==> config.mk <==
export PLATFORM = sky130hd
export DESIGN_NAME = instr_fetch
export DESIGN_NICKNAME = d
export VERILOG_FILES = /design/src/rtl/instr_fetch_pkg.sv /design/src/rtl/instr_fetch.sv
export SDC_FILE = /design/constraint.sdc
export NUM_CORES = 1
export LEC_CHECK = 0
export BUFFER_PORTS_ARGS = -buffer_cell sky130_fd_sc_hd__buf_2
export CAP_MARGIN = 40
export CORE_ASPECT_RATIO = 1.5
export CORE_MARGIN = 8
export CORE_UTILIZATION = 55
export CTS_BUF_LIST = sky130_fd_sc_hd__clkbuf_4
export CTS_CLUSTER_SIZE = 16
export DETAILED_ROUTE_END_ITERATION = 10
export HOLD_SLACK_MARGIN = 0.06
export PLACE_DENSITY = 0.94
export SYNTH_ARGS = -nofsm -noshare
export SYNTH_HDL_FRONTEND = slang
export SYNTH_SLANG_ARGS = --single-unit
==> constraint.sdc <==
create_clock -name clk -period 2.72 [get_ports clk]
set_clock_uncertainty 0.05 [all_clocks]
set_input_delay 0.136 -clock clk [delete_from_list [all_inputs] [get_ports clk]]
set_output_delay 0.136 -clock clk [all_outputs]
set_load 0.01 [all_outputs]
==> src/rtl/instr_fetch_pkg.sv <==
// Shared types and constants for the instruction fetch unit.
// Fetch state encodings sit alongside the bus width constants.
package instr_fetch_pkg;

    localparam int WORD_WIDTH = 16;
    localparam int BYTE_WIDTH = 8;

    typedef enum logic [1:0] {
        FETCH_LO   = 2'b00,
        FETCH_HI   = 2'b01,
        FETCH_HOLD = 2'b10
    } fetch_state_t;

endpackage

==> src/rtl/instr_fetch.sv <==
// Instruction fetch: assembles little-endian 16-bit words from an 8-bit
// program memory and hands them to the decoder over valid/ready.
module instr_fetch
    import instr_fetch_pkg::*;
#(
    parameter int                    ADDR_WIDTH = 16,
    parameter logic [ADDR_WIDTH-1:0] RESET_PC   = 16'h0000
) (
    input  logic                  clk,
    input  logic                  reset,
    output logic [ADDR_WIDTH-1:0] mem_addr,
    output logic                  mem_rd,
    input  logic [BYTE_WIDTH-1:0] mem_data_in,
    input  logic                  mem_ready,
    output logic [WORD_WIDTH-1:0] word,
    output logic [ADDR_WIDTH-1:0] word_pc,
    output logic                  word_valid,
    input  logic                  word_ready,
    input  logic                  redirect,
    input  logic [ADDR_WIDTH-1:0] redirect_pc
);

    localparam logic [ADDR_WIDTH-1:0] PC_ONE     = ADDR_WIDTH'(1);
    localparam logic [ADDR_WIDTH-1:0] PC_TWO     = ADDR_WIDTH'(2);
    localparam logic [ADDR_WIDTH-1:0] ALIGN_MASK = ~PC_ONE;

    fetch_state_t          state_reg,      state_next;
    logic [ADDR_WIDTH-1:0] pc_reg,         pc_next;
    logic [BYTE_WIDTH-1:0] lo_byte_reg,    lo_byte_next;
    logic [WORD_WIDTH-1:0] word_reg,       word_next;
    logic [ADDR_WIDTH-1:0] word_pc_reg,    word_pc_next;
    logic                  word_valid_reg, word_valid_next;
    logic                  mem_rd_reg,     mem_rd_next;
    logic [ADDR_WIDTH-1:0] mem_addr_reg,   mem_addr_next;
    logic                  mem_access;

    // A read only completes while the request is actually on the bus.
    assign mem_access = mem_rd_reg && mem_ready;

    always_comb begin
        state_next   = state_reg;
        pc_next      = pc_reg;
        lo_byte_next = lo_byte_reg;
        word_next    = word_reg;
        word_pc_next = word_pc_reg;

        if (redirect) begin
            state_next = FETCH_LO;
            pc_next    = redirect_pc & ALIGN_MASK;
        end else begin
            case (state_reg)
                FETCH_LO: begin
                    if (mem_access) begin
                        lo_byte_next = mem_data_in;
                        state_next   = FETCH_HI;
                    end
                end
                FETCH_HI: begin
                    if (mem_access) begin
                        word_next    = {mem_data_in, lo_byte_reg};
                        word_pc_next = pc_reg;
                        pc_next      = pc_reg + PC_TWO;
                        state_next   = FETCH_HOLD;
                    end
                end
                FETCH_HOLD: begin
                    if (word_valid_reg && word_ready) begin
                        state_next = FETCH_LO;
                    end
                end
                default: state_next = FETCH_LO;
            endcase
        end

        // Bus outputs are registered, so derive them from the upcoming state.
        word_valid_next = (state_next == FETCH_HOLD);
        mem_rd_next     = (state_next != FETCH_HOLD);
        mem_addr_next   = (state_next == FETCH_HI) ? (pc_next + PC_ONE) : pc_next;
    end

    always_ff @(posedge clk) begin
        if (reset) begin
            state_reg      <= FETCH_LO;
            pc_reg         <= RESET_PC;
            lo_byte_reg    <= '0;
            word_reg       <= '0;
            word_pc_reg    <= RESET_PC;
            word_valid_reg <= 1'b0;
            mem_rd_reg     <= 1'b0;
            mem_addr_reg   <= RESET_PC;
        end else begin
            state_reg      <= state_next;
            pc_reg         <= pc_next;
            lo_byte_reg    <= lo_byte_next;
            word_reg       <= word_next;
            word_pc_reg    <= word_pc_next;
            word_valid_reg <= word_valid_next;
            mem_rd_reg     <= mem_rd_next;
            mem_addr_reg   <= mem_addr_next;
        end
    end

    assign mem_addr   = mem_addr_reg;
    assign mem_rd     = mem_rd_reg;
    assign word       = word_reg;
    assign word_pc    = word_pc_reg;
    assign word_valid = word_valid_reg;

endmodule

# [Word level (Yosys, flattened, before mapping)]
# Index checks and enable logic that the tools add are counted.
[op_classes] muxes=9 n_bitwise=1 n_eq_ne=5 n_addsub=2 n_reduce_logical=5
[op_table] op="16-bit 2-to-1 mux" count=4
[op_table] op="16-bit by 1-bit adder with 16-bit output, second input constant" count=1
[op_table] op="16-bit by 2-bit adder with 16-bit output, second input constant" count=1
[op_table] op="2-bit 2-to-1 mux" count=4
[op_table] op="2-bit one-hot mux with 3 select lines" count=1
[op_table] op="3-bit AND reduction" count=2
[op_table] op="2-bit by 1-bit equality test with 1-bit output, second input constant" count=2
[op_table] op="2-bit equality test, second input constant" count=2
[op_table] op="1-bit logical AND" count=2
[op_table] op="2-bit logical NOT" count=1
[op_table] op="2-bit != test, second input constant" count=1
[op_table] op="1-bit NOT" count=1
[totals] out_inout_bits=50 wordCells=30 in_bits=29 register_bits=76

# [Longest topological paths before layout]
# Gate-level depths: netlist (run 1).
[logic_depth] ltp_word=6 depth_mapped=11 ltp_nobuf=9

# [Least setup slack after synthesis (run 1)]
# No wires, ideal clock.
[synth_path] path_kind="reg-to-reg" start="register mem_rd_reg (netlist: mem_rd)" end="register mem_addr_reg[10] (netlist: mem_addr[10])" slack_ns=0.388 arrival_time_ns=2.154 setup_time_ns=0.128 stages_incl_launch_ff=11 t_required_ns=2.542 period_less_slack_ns=2.332 n_path_buf=1 cell_sequence="dfxtp_1 and4b_1 buf_4 xnor2_1 o21ai_0 ha_1 o2111a_1 nand4b_1 a221oi_1 xor2_1 nor2_1"
[synth_via] elab_chain_len=6 elab_cells_between_ends=11 cone_classes="add/sub: 1; eq/ne: 1; mux: 8; reduce/logical: 1"
[synth_rtl] item="start, declared" line_no="instr_fetch.sv:33" text="logic mem_rd_reg, mem_rd_next;"
[synth_rtl] item="start signal, assigned" line_no="instr_fetch.sv:98" text="mem_rd_reg <= mem_rd_next;"
[synth_rtl] item="1-bit logical AND" line_no="instr_fetch.sv:38" text="assign mem_access = mem_rd_reg && mem_ready;"
[synth_rtl] item="16-bit 2-to-1 mux" line_no="instr_fetch.sv:59" text="if (mem_access) begin"
[synth_rtl] item="16-bit 2-to-1 mux" line_no="instr_fetch.sv:51" text="case (state_reg)"
[synth_rtl] item="16-bit 2-to-1 mux" line_no="instr_fetch.sv:47" text="if (redirect) begin"
[synth_rtl] item="net pc_next[1]" line_no="instr_fetch.sv:28" text="logic [ADDR_WIDTH-1:0] pc_reg, pc_next;"
[synth_rtl] item="16-bit by 1-bit adder with 16-bit output" line_no="instr_fetch.sv:78" text="mem_addr_next = (state_next == FETCH_HI) ? (pc_next + PC_ONE) : pc_next;"
[synth_rtl] item="16-bit 2-to-1 mux" line_no="instr_fetch.sv:78"
[synth_rtl] item="end signal, assigned" line_no="instr_fetch.sv:99" text="mem_addr_reg <= mem_addr_next;"
[synth_rtl] item="end, declared" line_no="instr_fetch.sv:34" text="logic [ADDR_WIDTH-1:0] mem_addr_reg, mem_addr_next;"
# The timed path passes the listed nets, and every way through them passes these cells.
# A chain may end at the register's enable or synchronous reset.

# [Worst setup path after layout (run 1)]
[layout_path] start="register pc_reg[1]" end="register mem_addr_reg[9] (netlist: mem_addr[9])"
[layout_via] elab_chain_len=6
[layout_rtl] item="start, declared" line_no="instr_fetch.sv:28"
[layout_rtl] item="start signal, assigned" line_no="instr_fetch.sv:93" text="pc_reg <= pc_next;"
[layout_rtl] item="16-bit by 2-bit adder with 16-bit output" line_no="instr_fetch.sv:62" text="pc_next = pc_reg + PC_TWO;"
[layout_rtl] item="16-bit 2-to-1 mux" line_no="instr_fetch.sv:59"
[layout_rtl] item="16-bit 2-to-1 mux (*)" line_no="instr_fetch.sv:51"
[layout_rtl] item="16-bit 2-to-1 mux (*)" line_no="instr_fetch.sv:47"
[layout_rtl] item="16-bit by 1-bit adder with 16-bit output" line_no="instr_fetch.sv:78"
[layout_rtl] item="16-bit 2-to-1 mux (*)" line_no="instr_fetch.sv:78"
# Mark *: on every way between the ends. The rest lies on a longest branch, timed or not.

==> flow_metrics.env, run 1 <==
export IMPL_place_gp_congestion=0.853
export IMPL_critPathMaxStageDelay_ns=0.52
export IMPL_viasPerCell=5.51
export IMPL_syn2layout_area_growth_pct=24.0
export IMPL_ys_warn_count=0
export IMPL_path_clk_slew_ns=0.12
export IMPL_wl_per_cell_um=14.7
export IMPL_final_nets=511
export IMPL_worst_path_max_delay_cell="dfxtp_1"
export IMPL_grt_max_degree=38
export IMPL_synth_area_mm2=0.00330
export IMPL_syn_num_nets=419
export IMPL_rows=34
export IMPL_cts_sink_count=76
export IMPL_synth_ff_type="dfxtp_1"
export IMPL_place_ws_ns=0.222
export IMPL_place_inst=519
export IMPL_finalCritPeriodShare_pct=93.5
export IMPL_maxSlewHeadroom_pct=62.7
export IMPL_ys_seq_elements=76
export IMPL_die_area_mm2=0.00880
export IMPL_yosysUniqueCellTypes=54
export IMPL_min_path_type="input pin to flop"
export IMPL_cp_top_family="simple AND/OR/NAND/NOR gates"
export IMPL_fin_tns_setup_ns=0
export IMPL_synth_edff_count=0
export IMPL_cts_root_buf="clkbuf_4"
export IMPL_cts_tree="done"
export IMPL_seq_area_frac_synth_pct=46.0
export IMPL_ant_nets=0
export IMPL_antenna_found_initial=0
export IMPL_max_freq_mhz=393
export IMPL_crit_start="pc_reg[1]$_SDFF_PP0_"
export IMPL_outcome="completed"
export IMPL_max_clock_path_buffers=2
export IMPL_path_buf_inv=0
export IMPL_via_count=3071
export IMPL_ioPinCount=79
export IMPL_die_width_um=79.3
export IMPL_finalHoldViolCount=0
export IMPL_fill_cells=466
export IMPL_port_buffers=77
export IMPL_syn_area_per_cell_um2=8.52
export IMPL_cp_data_required_time_ns=2.98
export IMPL_drive_gt1_share_pct=23.1
export IMPL_worst_slew_pin_slew_ns=0.543
export IMPL_powerDensity_mw_per_mm2=510
export IMPL_drc=0
export IMPL_drt_iter0_drc=246
export IMPL_slew_viol_final=0
export IMPL_hold_ws_ns=0.0906
export IMPL_postCtsSetupRepairBufs=0
export IMPL_die_h_um=111
export IMPL_final_common_cell="nand2_1"
export IMPL_grt_pass1_vias=3056
export IMPL_holdCritStartpoint="redirect_pc[4]"
export IMPL_grt_use_total_pct=19.2
export IMPL_final_cell_mix="nand2_1 (79), buf_2 (77), dfxtp_1 (76)"
export IMPL_arrival_ns=2.80
export IMPL_grt_pass1_wl_mm=13.7
export IMPL_fin_cells=557
export IMPL_h_tree_depth=3
export IMPL_path_cells="ha_1 -> nand3_1 -> nor4_2 -> a221o_1 -> nand4b_1 -> nor3_1 -> xor2_1 -> nor2_1"
export IMPL_grt_overflow=0
export IMPL_maxCapViolations=0
export IMPL_worstSetupEndpointType="flop"
export IMPL_synthCells=388
export IMPL_async_flop_share_pct=0
export IMPL_cts_buffers=9
export IMPL_finalWorstSetupSlack_ns=0.176
export IMPL_setup_viol=0
export IMPL_first_pass_iters=4
export IMPL_ir_worst_vdd_mv=0.483
export IMPL_initial_core_util_pct=57.1
export IMPL_insertion_delay_ns=0.42
export IMPL_start_kind="flop"
export IMPL_p_leak_nw=1.70
export IMPL_wirelength_mm=8.21
export IMPL_hpwlAfterDp_mm=5.79
export IMPL_antennaDiodeCount=0
export IMPL_r2r_start="pc_reg[1]$_SDFF_PP0_"
export IMPL_fin_crit_ns=2.54
export IMPL_core_area_mm2=0.00579
export IMPL_crit_fanout=9
export IMPL_power_total_mw=2.09
export IMPL_path_class="flop to flop"
==> per-layer routing <==
layer / routed length [um] / vias to the layer above / share of wire, % / global-route usage [%]
li1: - / 1509 / - / -
met1: 3090 / 1422 / 38 / 19.7
met2: 4200 / 116 / 51 / 31.5
met3: 625 / 24 / 7.6 / 6.90
met4: 286 / 0 / 3.5 / 12.9
met5: 0 / - / 0 / 0
==> synth_stat cells, types with 2 or more instances <==
| master | instances | share of area, % |
|---|---|---|
| a21boi_1 | 2 | 0.45 |
| a21o_1 | 3 | 0.68 |
| a21oi_1 | 39 | 5.9 |
| a221o_1 | 2 | 0.61 |
| a221oi_1 | 2 | 0.53 |
| and4_1 | 3 | 0.80 |
| and4b_1 | 2 | 0.61 |
| buf_1 | 4 | 0.45 |
| buf_2 | 6 | 0.91 |
| clkbuf_1 | 14 | 1.6 |
| dfxtp_1 | 76 | 46 |
| ha_1 | 2 | 0.76 |
| mux2i_1 | 12 | 3.6 |
| nand2_1 | 79 | 9.0 |
| nand2b_1 | 2 | 0.38 |
| nand3_1 | 11 | 1.7 |
| nand3b_1 | 2 | 0.45 |
| nand4_1 | 5 | 0.95 |
| nand4b_1 | 2 | 0.53 |
| nor2_1 | 44 | 5.0 |
| nor2b_1 | 7 | 1.3 |
| nor3_1 | 8 | 1.2 |
| nor3b_1 | 4 | 0.91 |
| nor4_1 | 2 | 0.38 |
| nor4_2 | 2 | 0.76 |
| nor4_4 | 2 | 1.3 |
| o211ai_1 | 4 | 0.91 |
| o21a_1 | 2 | 0.45 |
| o21ai_0 | 2 | 0.30 |
| o21bai_1 | 2 | 0.45 |
| o31a_1 | 2 | 0.53 |
| xnor2_1 | 9 | 2.4 |
| xor2_1 | 9 | 2.4 |
==> logic make-up after synthesis <==
family,synth area share [%]
AOI/OAI and AO/OA,13.7
muxes,3.98
adders and majority gates,0.757
DFF,46.0
xor gates and xnor gates,4.77
buffers and inverters,3.75
and+or+nand+nor,27.0
==> layout make-up <==
cell class | count | area [um^2] | share of cell area [%]
Clock buffer | 9 | 67.6 | 1.65
Clock inverter | 7 | 76.3 | 1.86
Inverter | 2 | 7.51 | 0.183
Multi-Input combinational cell | 284 | 1670 | 40.7
Sequential cell | 76 | 1520 | 37.1
Tap cell | 72 | 90.1 | 2.20
Timing Repair Buffer | 107 | 666 | 16.2
==> worst register-to-register path: cells and delay by family, from the launching register on <==
family / cells / cell delay, ns
AND/OR/NAND/NOR: 5 / 1.20
AO/OA/AOI/OAI: 1 / 0.24
flip-flops: 1 / 0.52
adder cells (fa/ha/maj): 1 / 0.27
XOR/XNOR: 1 / 0.17
==> repair_timing <==
item / 4_1_cts / 5_1_grt
hold buffers: 22 / 0
resized for setup: 0 / 2
endpoints found under the hold margin: 44 / 0
endpoints found under the setup margin: 0 / 5
==> report_power, final <==
group,leakage [nW],internal [mW],total (mW),switching (mW)
logic,1.01,0.102,0.219,0.117
registers,0.620,1.15,1.18,0.0290
clock network,0.0725,0.284,0.693,0.409
total,1.70,1.53,2.09,0.555
==> metrics by stage <==
step	utilization, %	cell area [um^2]
finish	70.8	4100
global route	70.8	4100
CTS	70.7	4090
detailed placement	64.4	3730
global placement	64.4	3730
floorplan	-	3300
==> worst paths after layout <==
kind / end / slack, ns / cells past startpoint
max: mem_addr[9]$_SDFF_PP0_ / 0.18 / 8
min: pc_reg[4]$_SDFF_PP0_ / 0.09 / 4
max reg2reg: mem_addr[9]$_SDFF_PP0_ / 0.18 / 8
min reg2reg: word_pc[9]$_SDFFE_PP0P_ / 0.41 / 2
Note: power is estimated with default switching activity, not from simulation.
==> run 2: changes to the inputs <==
--- a/config.mk
+++ b/config.mk
@@ -7,7 +7,6 @@
 export LEC_CHECK = 0
 export BUFFER_PORTS_ARGS = -buffer_cell sky130_fd_sc_hd__buf_2
 export CAP_MARGIN = 40
-export CORE_ASPECT_RATIO = 1.5
 export CORE_MARGIN = 8
 export CORE_UTILIZATION = 55
 export CTS_BUF_LIST = sky130_fd_sc_hd__clkbuf_4
==> flow_metrics.env, run 2 (synthesis gave the netlist of run 1 again) <==
export IMPL_final_cell_mix="nand2_1 (79), buf_2 (77), dfxtp_1 (76)"
export IMPL_cts_buffers=9
export IMPL_cts_sink_count=76
export IMPL_r2r_start="state_reg[0]$_SDFF_PP0_"
export IMPL_die_width_um=93.5
export IMPL_path_cells="and4b_1 -> xnor2_1 -> o21ai_0 -> ha_1 -> o2111a_1 -> nand4b_1 -> nor3_1 -> xor2_1 -> nor2_1"
export IMPL_arrival_ns=2.79
export IMPL_wl_per_cell_um=14.9
export IMPL_fin_tns_setup_ns=0
export IMPL_cts_tree="done"
export IMPL_holdCritStartpoint="word_ready"
export IMPL_r2r_end="mem_addr[12]$_SDFF_PP0_"
export IMPL_outcome="completed"
export IMPL_die_area_mm2=0.00874
export IMPL_p_sw_share_pct=24.5
export IMPL_via_count=3035
export IMPL_antennaDiodeCount=0
export IMPL_reg2reg_depth=9
export IMPL_grt_pass1_vias=2846
export IMPL_path_buf_inv=0
export IMPL_antenna_found_initial=0
export IMPL_min_path_type="input pin to flop"
export IMPL_clockPowerShare_pct=35.1
export IMPL_ir_worst_vdd_mv=0.372
export IMPL_power_share_sequential_pct=54.6
export IMPL_ioPinCount=79
export IMPL_initial_core_util_pct=56.5
export IMPL_rsz0062_at_grt="no"
export IMPL_fin_cells=556
export IMPL_cp_data_required_time_ns=2.98
export IMPL_max_clock_path_buffers=2
export IMPL_core_area_mm2=0.00585
export IMPL_wirelength_mm=8.26
export IMPL_stdcell_area_mm2=0.00408
export IMPL_powerDensity_mw_per_mm2=527
export IMPL_setup_viol=0
export IMPL_cts_root_buf="clkbuf_4"
export IMPL_rows=28
export IMPL_grt_pass1_wl_mm=13.6
export IMPL_placed_area_mm2=0.00374
export IMPL_place_gp_congestion=0.849
export IMPL_worstSetupEndpointType="flop"
export IMPL_grt_use_total_pct=19.4
export IMPL_die_h_um=93.5
export IMPL_final_nets=508
export IMPL_hpwlAfterDp_mm=5.85
export IMPL_grt_max_degree=33
export IMPL_worst_slew_pin_slew_ns=0.633
export IMPL_slew_viol_final=0
export IMPL_finalHoldViolCount=0
export IMPL_drt_iter0_drc=211
export IMPL_fill_cells=481
export IMPL_p_leak_nw=1.70
export IMPL_syn2layout_area_growth_pct=23.4
export IMPL_first_pass_iters=5
export IMPL_fin_crit_ns=2.53
export IMPL_path_clk_slew_ns=0.12
export IMPL_cp_top_family="simple AND/OR/NAND/NOR gates"
export IMPL_start_kind="flop"
export IMPL_insertion_delay_ns=0.41
export IMPL_final_common_cell="nand2_1"
export IMPL_power_switching_uw=526
export IMPL_maxCapViolations=0
export IMPL_max_freq_mhz=395
export IMPL_min_path_cells=5
export IMPL_drc=0
export IMPL_rrSetupSlack_ns=0.19
export IMPL_crit_fanout=6
export IMPL_drive_gt1_share_pct=23.1
export IMPL_h_tree_depth=3
export IMPL_worst_path_max_delay_cell="dfxtp_1"
export IMPL_place_inst=523
export IMPL_maxSlewHeadroom_pct=56.6
export IMPL_finalCritPeriodShare_pct=93.2
export IMPL_critPathMaxStageDelay_ns=0.46
export IMPL_path_class="flop to flop"
export IMPL_port_buffers=77
export IMPL_viasPerCell=5.46
export IMPL_ant_nets=0
export IMPL_post_route_util_pct=69.7
export IMPL_whs_endpoint="mem_rd$_SDFF_PP0_"
export IMPL_power_internal_mw=1.62
export IMPL_power_frac_comb_pct=10.2
export IMPL_grt_overflow=0
-- run 2: changes by cell type in the layout (fill, tap and decap cells not counted), sizes merged --
cell | before | now
clkinvlp | 2 | 0
dlygate4sd3 | 22 | 18
inv | 2 | 1
buf | 85 | 86
bufinv | 1 | 2
clkbuf | 9 | 10
-- run 2: worst max-delay path by stage --
stage / startpoint / to / slack (ns) / depth (start not counted)
2_1_floorplan: mem_rd$_SDFF_PP0_ / mem_addr[10]$_SDFF_PP0_ / 0.39 / 10
3_3_place_gp: state_reg[0]$_SDFF_PP0_ / mem_addr[10]$_SDFF_PP0_ / 0.37 / 9
3_5_place_dp: state_reg[0]$_SDFF_PP0_ / mem_addr[9]$_SDFF_PP0_ / 0.25 / 8
4_1_cts: state_reg[0]$_SDFF_PP0_ / mem_addr[9]$_SDFF_PP0_ / 0.23 / 8
5_1_grt: pc_reg[1]$_SDFF_PP0_ / mem_addr[9]$_SDFF_PP0_ / 0.008 / 8
6_report: state_reg[0]$_SDFF_PP0_ / mem_addr[12]$_SDFF_PP0_ / 0.19 / 9
-- run 2: power groups by stage --
stage / clock (mW) / combinational, mW / sequential, mW
6_report: 0.755 / 0.220 / 1.17
5_1_grt: 0.824 / 0.242 / 1.18
4_1_cts: 0.773 / 0.218 / 1.17
3_5_place_dp: 0 / 0.197 / 1.20
3_3_place_gp: 0 / 0.190 / 1.20
2_1_floorplan: 0 / 0.128 / 1.20
-- run 2: layout make-up --
type	instances	area, um^2	area share (%)
clock buffers	10	75.1	1.84
clock inverters	5	77.6	1.90
inverters	2	7.51	0.184
multi-input cells	284	1670	40.9
flip-flops and latches	76	1520	37.3
well taps	75	93.8	2.30
repair buffers	104	633	15.5
-- run 2: what timing repair did --
action                                  CTS  global route
resized for setup                         0             1
hold endpoints to repair                 29             0
setup buffers                             0             0
endpoints found under the setup margin    0             1
hold buffers                             18             0
-- run 2: layer usage --
metal / vias up / wire length, um / track usage [%]
met1: 1392 / 3490 / 23.8
met5: - / 0 / 0
met2: 112 / 4010 / 31.1
met3: 19 / 552 / 4.41
li1: 1512 / - / -
met4: 0 / 214 / 9.80
-- run 2: worst reg2reg max path, stage by stage, from the launching register on --
cell and delay, ns:
dfxtp_1 0.46, and4b_1 0.28, xnor2_1 0.08, o21ai_0 0.31, ha_1 0.25, o2111a_1 0.26, nand4b_1 0.24, nor3_1 0.29
xor2_1 0.17, nor2_1 0.05
-- run 2: through the flow --
step | power (mW) | hold WS (ns) | setup slack, ns
after detailed placement | 1.40 | 0.345 | 0.255
after floorplan | 1.33 | 0.222 | 0.388
final | 2.15 | 0.0815 | 0.186
after CTS | 2.16 | 0.0669 | 0.228
after global placement | 1.39 | 0.339 | 0.370
after global routing | 2.24 | 0.0841 | 0.00825
==> run 3: changes to the inputs <==
--- a/config.mk
+++ b/config.mk
@@ -5,7 +5,7 @@
 export SDC_FILE = /design/constraint.sdc
 export NUM_CORES = 1
 export LEC_CHECK = 0
-export BUFFER_PORTS_ARGS = -buffer_cell sky130_fd_sc_hd__buf_2
+export BUFFER_PORTS_ARGS = -buffer_cell sky130_fd_sc_hd__buf_4
 export CAP_MARGIN = 40
 export CORE_MARGIN = 8
 export CORE_UTILIZATION = 55
@@ -17,3 +17,4 @@
 export SYNTH_ARGS = -nofsm -noshare
 export SYNTH_HDL_FRONTEND = slang
 export SYNTH_SLANG_ARGS = --single-unit
+export TNS_END_PERCENT = 1
==> flow_metrics.env, run 3 (synthesis gave the netlist of run 1 again) <==
export IMPL_ioPinCount=79
export IMPL_maxCapViolations=0
export IMPL_start_kind="flop"
export IMPL_fin_crit_ns=2.52
export IMPL_h_tree_depth=3
export IMPL_finalHoldViolCount=0
export IMPL_place_inst=519
export IMPL_die_width_um=93.5
export IMPL_postCtsSetupRepairBufs=0
export IMPL_powerDensity_mw_per_mm2=494
export IMPL_power_frac_comb_pct=11.3
export IMPL_crit_start="mem_rd$_SDFF_PP0_"
export IMPL_finalCritPeriodShare_pct=92.6
export IMPL_maxSlewHeadroom_pct=51.2
export IMPL_drt_iter0_drc=181
export IMPL_ant_nets=0
export IMPL_reg2reg_depth=7
export IMPL_cp_data_required_time_ns=2.95
export IMPL_path_clk_slew_ns=0.12
export IMPL_min_path_cells=3
export IMPL_drive_gt1_share_pct=22.6
export IMPL_power_internal_mw=1.54
export IMPL_holdCritStartpoint="redirect_pc[13]"
export IMPL_cts_root_buf="clkbuf_4"
export IMPL_arrival_ns=2.75
export IMPL_cts_buffers=9
export IMPL_power_share_sequential_pct=56.5
export IMPL_grt_max_degree=77
export IMPL_viasPerCell=5.51
export IMPL_core_area_mm2=0.00585
export IMPL_rows=28
export IMPL_wirelength_mm=8.45
export IMPL_first_pass_iters=4
export IMPL_min_path_type="input pin to flop"
export IMPL_ir_worst_vdd_mv=0.364
export IMPL_final_common_cell="buf_4"
export IMPL_final_nets=504
export IMPL_crit_fanout=14
export IMPL_r2r_start="mem_rd$_SDFF_PP0_"
export IMPL_slew_viol_final=0
export IMPL_power_switching_uw=548
export IMPL_worstSetupEndpointType="flop"
export IMPL_max_clock_path_buffers=2
export IMPL_fin_tns_setup_ns=0
export IMPL_cts_tree="done"
export IMPL_insertion_delay_ns=0.42
export IMPL_syn2layout_area_growth_pct=27.8
export IMPL_max_freq_mhz=397
export IMPL_rsz0062_at_grt="no"
export IMPL_antennaDiodeCount=0
export IMPL_die_h_um=93.5
export IMPL_path_class="flop to flop"
export IMPL_wl_per_cell_um=15.3
export IMPL_drc=0
export IMPL_grt_pass1_wl_mm=13.9
export IMPL_clockPowerShare_pct=32.3
export IMPL_die_area_mm2=0.00874
export IMPL_grt_use_total_pct=19.7
export IMPL_outcome="completed"
export IMPL_final_cell_mix="buf_4 (82), nand2_1 (79), dfxtp_1 (75)"
export IMPL_worst_slew_pin_slew_ns=0.732
export IMPL_via_count=3048
export IMPL_p_sw_share_pct=26.3
export IMPL_fin_cells=553
export IMPL_place_gp_congestion=0.831
export IMPL_setup_viol=0
export IMPL_initial_core_util_pct=56.5
export IMPL_grt_overflow=0
export IMPL_grt_pass1_vias=3011
export IMPL_antenna_found_initial=0
export IMPL_cts_sink_count=76
export IMPL_p_leak_nw=1.69
export IMPL_hpwlAfterDp_mm=5.87
export IMPL_port_buffers=77
[run 3: cell type report]
| type | instances | area (um^2) |
|---|---|---|
| Clock buffer | 9 | 67.6 |
| Clock inverter | 7 | 67.6 |
| Fill cell | 459 | 1630 |
| Inverter | 2 | 7.51 |
| Multi-Input combinational cell | 284 | 1670 |
| Sequential cell | 76 | 1520 |
| Tap cell | 75 | 93.8 |
| Timing Repair Buffer | 100 | 796 |
[run 3: layer usage]
layer  track usage (%)  vias up  share of wire (%)
met3              4.97       20                6.0
met4              11.1        0                2.9
met5                 0        -                  0
met1              22.2     1429                 40
li1                  -     1510                  -
met2              33.3       89                 51
[run 3: per-stage QoR]
stage	power (mW)	setup slack (ns)	hold slack [ns]	utilization, %	cell area (um^2)
final	2.09	0.200	0.0756	72.2	4220
after floorplan	1.33	0.388	0.222	-	3300
after detailed placement	1.41	0.156	0.344	66.7	3900
after global routing	2.18	0.0418	0.0878	72.2	4220
after global placement	1.40	0.322	0.332	66.7	3900
after CTS	2.10	0.122	0.0641	72.0	4220
[run 3: final timing paths]
path	endpoint	slack, ns
setup / recovery	mem_addr[10]$_SDFF_PP0_	0.20
setup reg to reg	mem_addr[10]$_SDFF_PP0_	0.20
hold reg to reg	word[3]$_SDFFE_PP0P_	0.41
hold / removal	pc_reg[13]$_SDFF_PP0_	0.08
[run 3: repair_timing]
action / in CTS / in global routing
setup endpoints to repair: 0 / 4
hold endpoints to repair: 30 / 0
hold buffers: 18 / 0
gates resized for setup: 0 / 3
[run 3: power groups by stage]
stage          sequential, mW  clock [mW]  combinational [mW]
2_1_floorplan            1.20           0               0.128
3_3_place_gp             1.20           0               0.203
3_5_place_dp             1.20           0               0.211
4_1_cts                  1.18       0.687               0.233
5_1_grt                  1.18       0.738               0.255
6_report                 1.18       0.673               0.235
[run 3: critical path, cell delays in order, from the launching register on]
cell and delay (ns):
dfxtp_1 0.46, nand4b_4 0.29, nor3b_1 0.46, o2111a_1 0.31
nand4b_1 0.22, a221oi_1 0.31, xor2_1 0.21, nor2_1 0.07
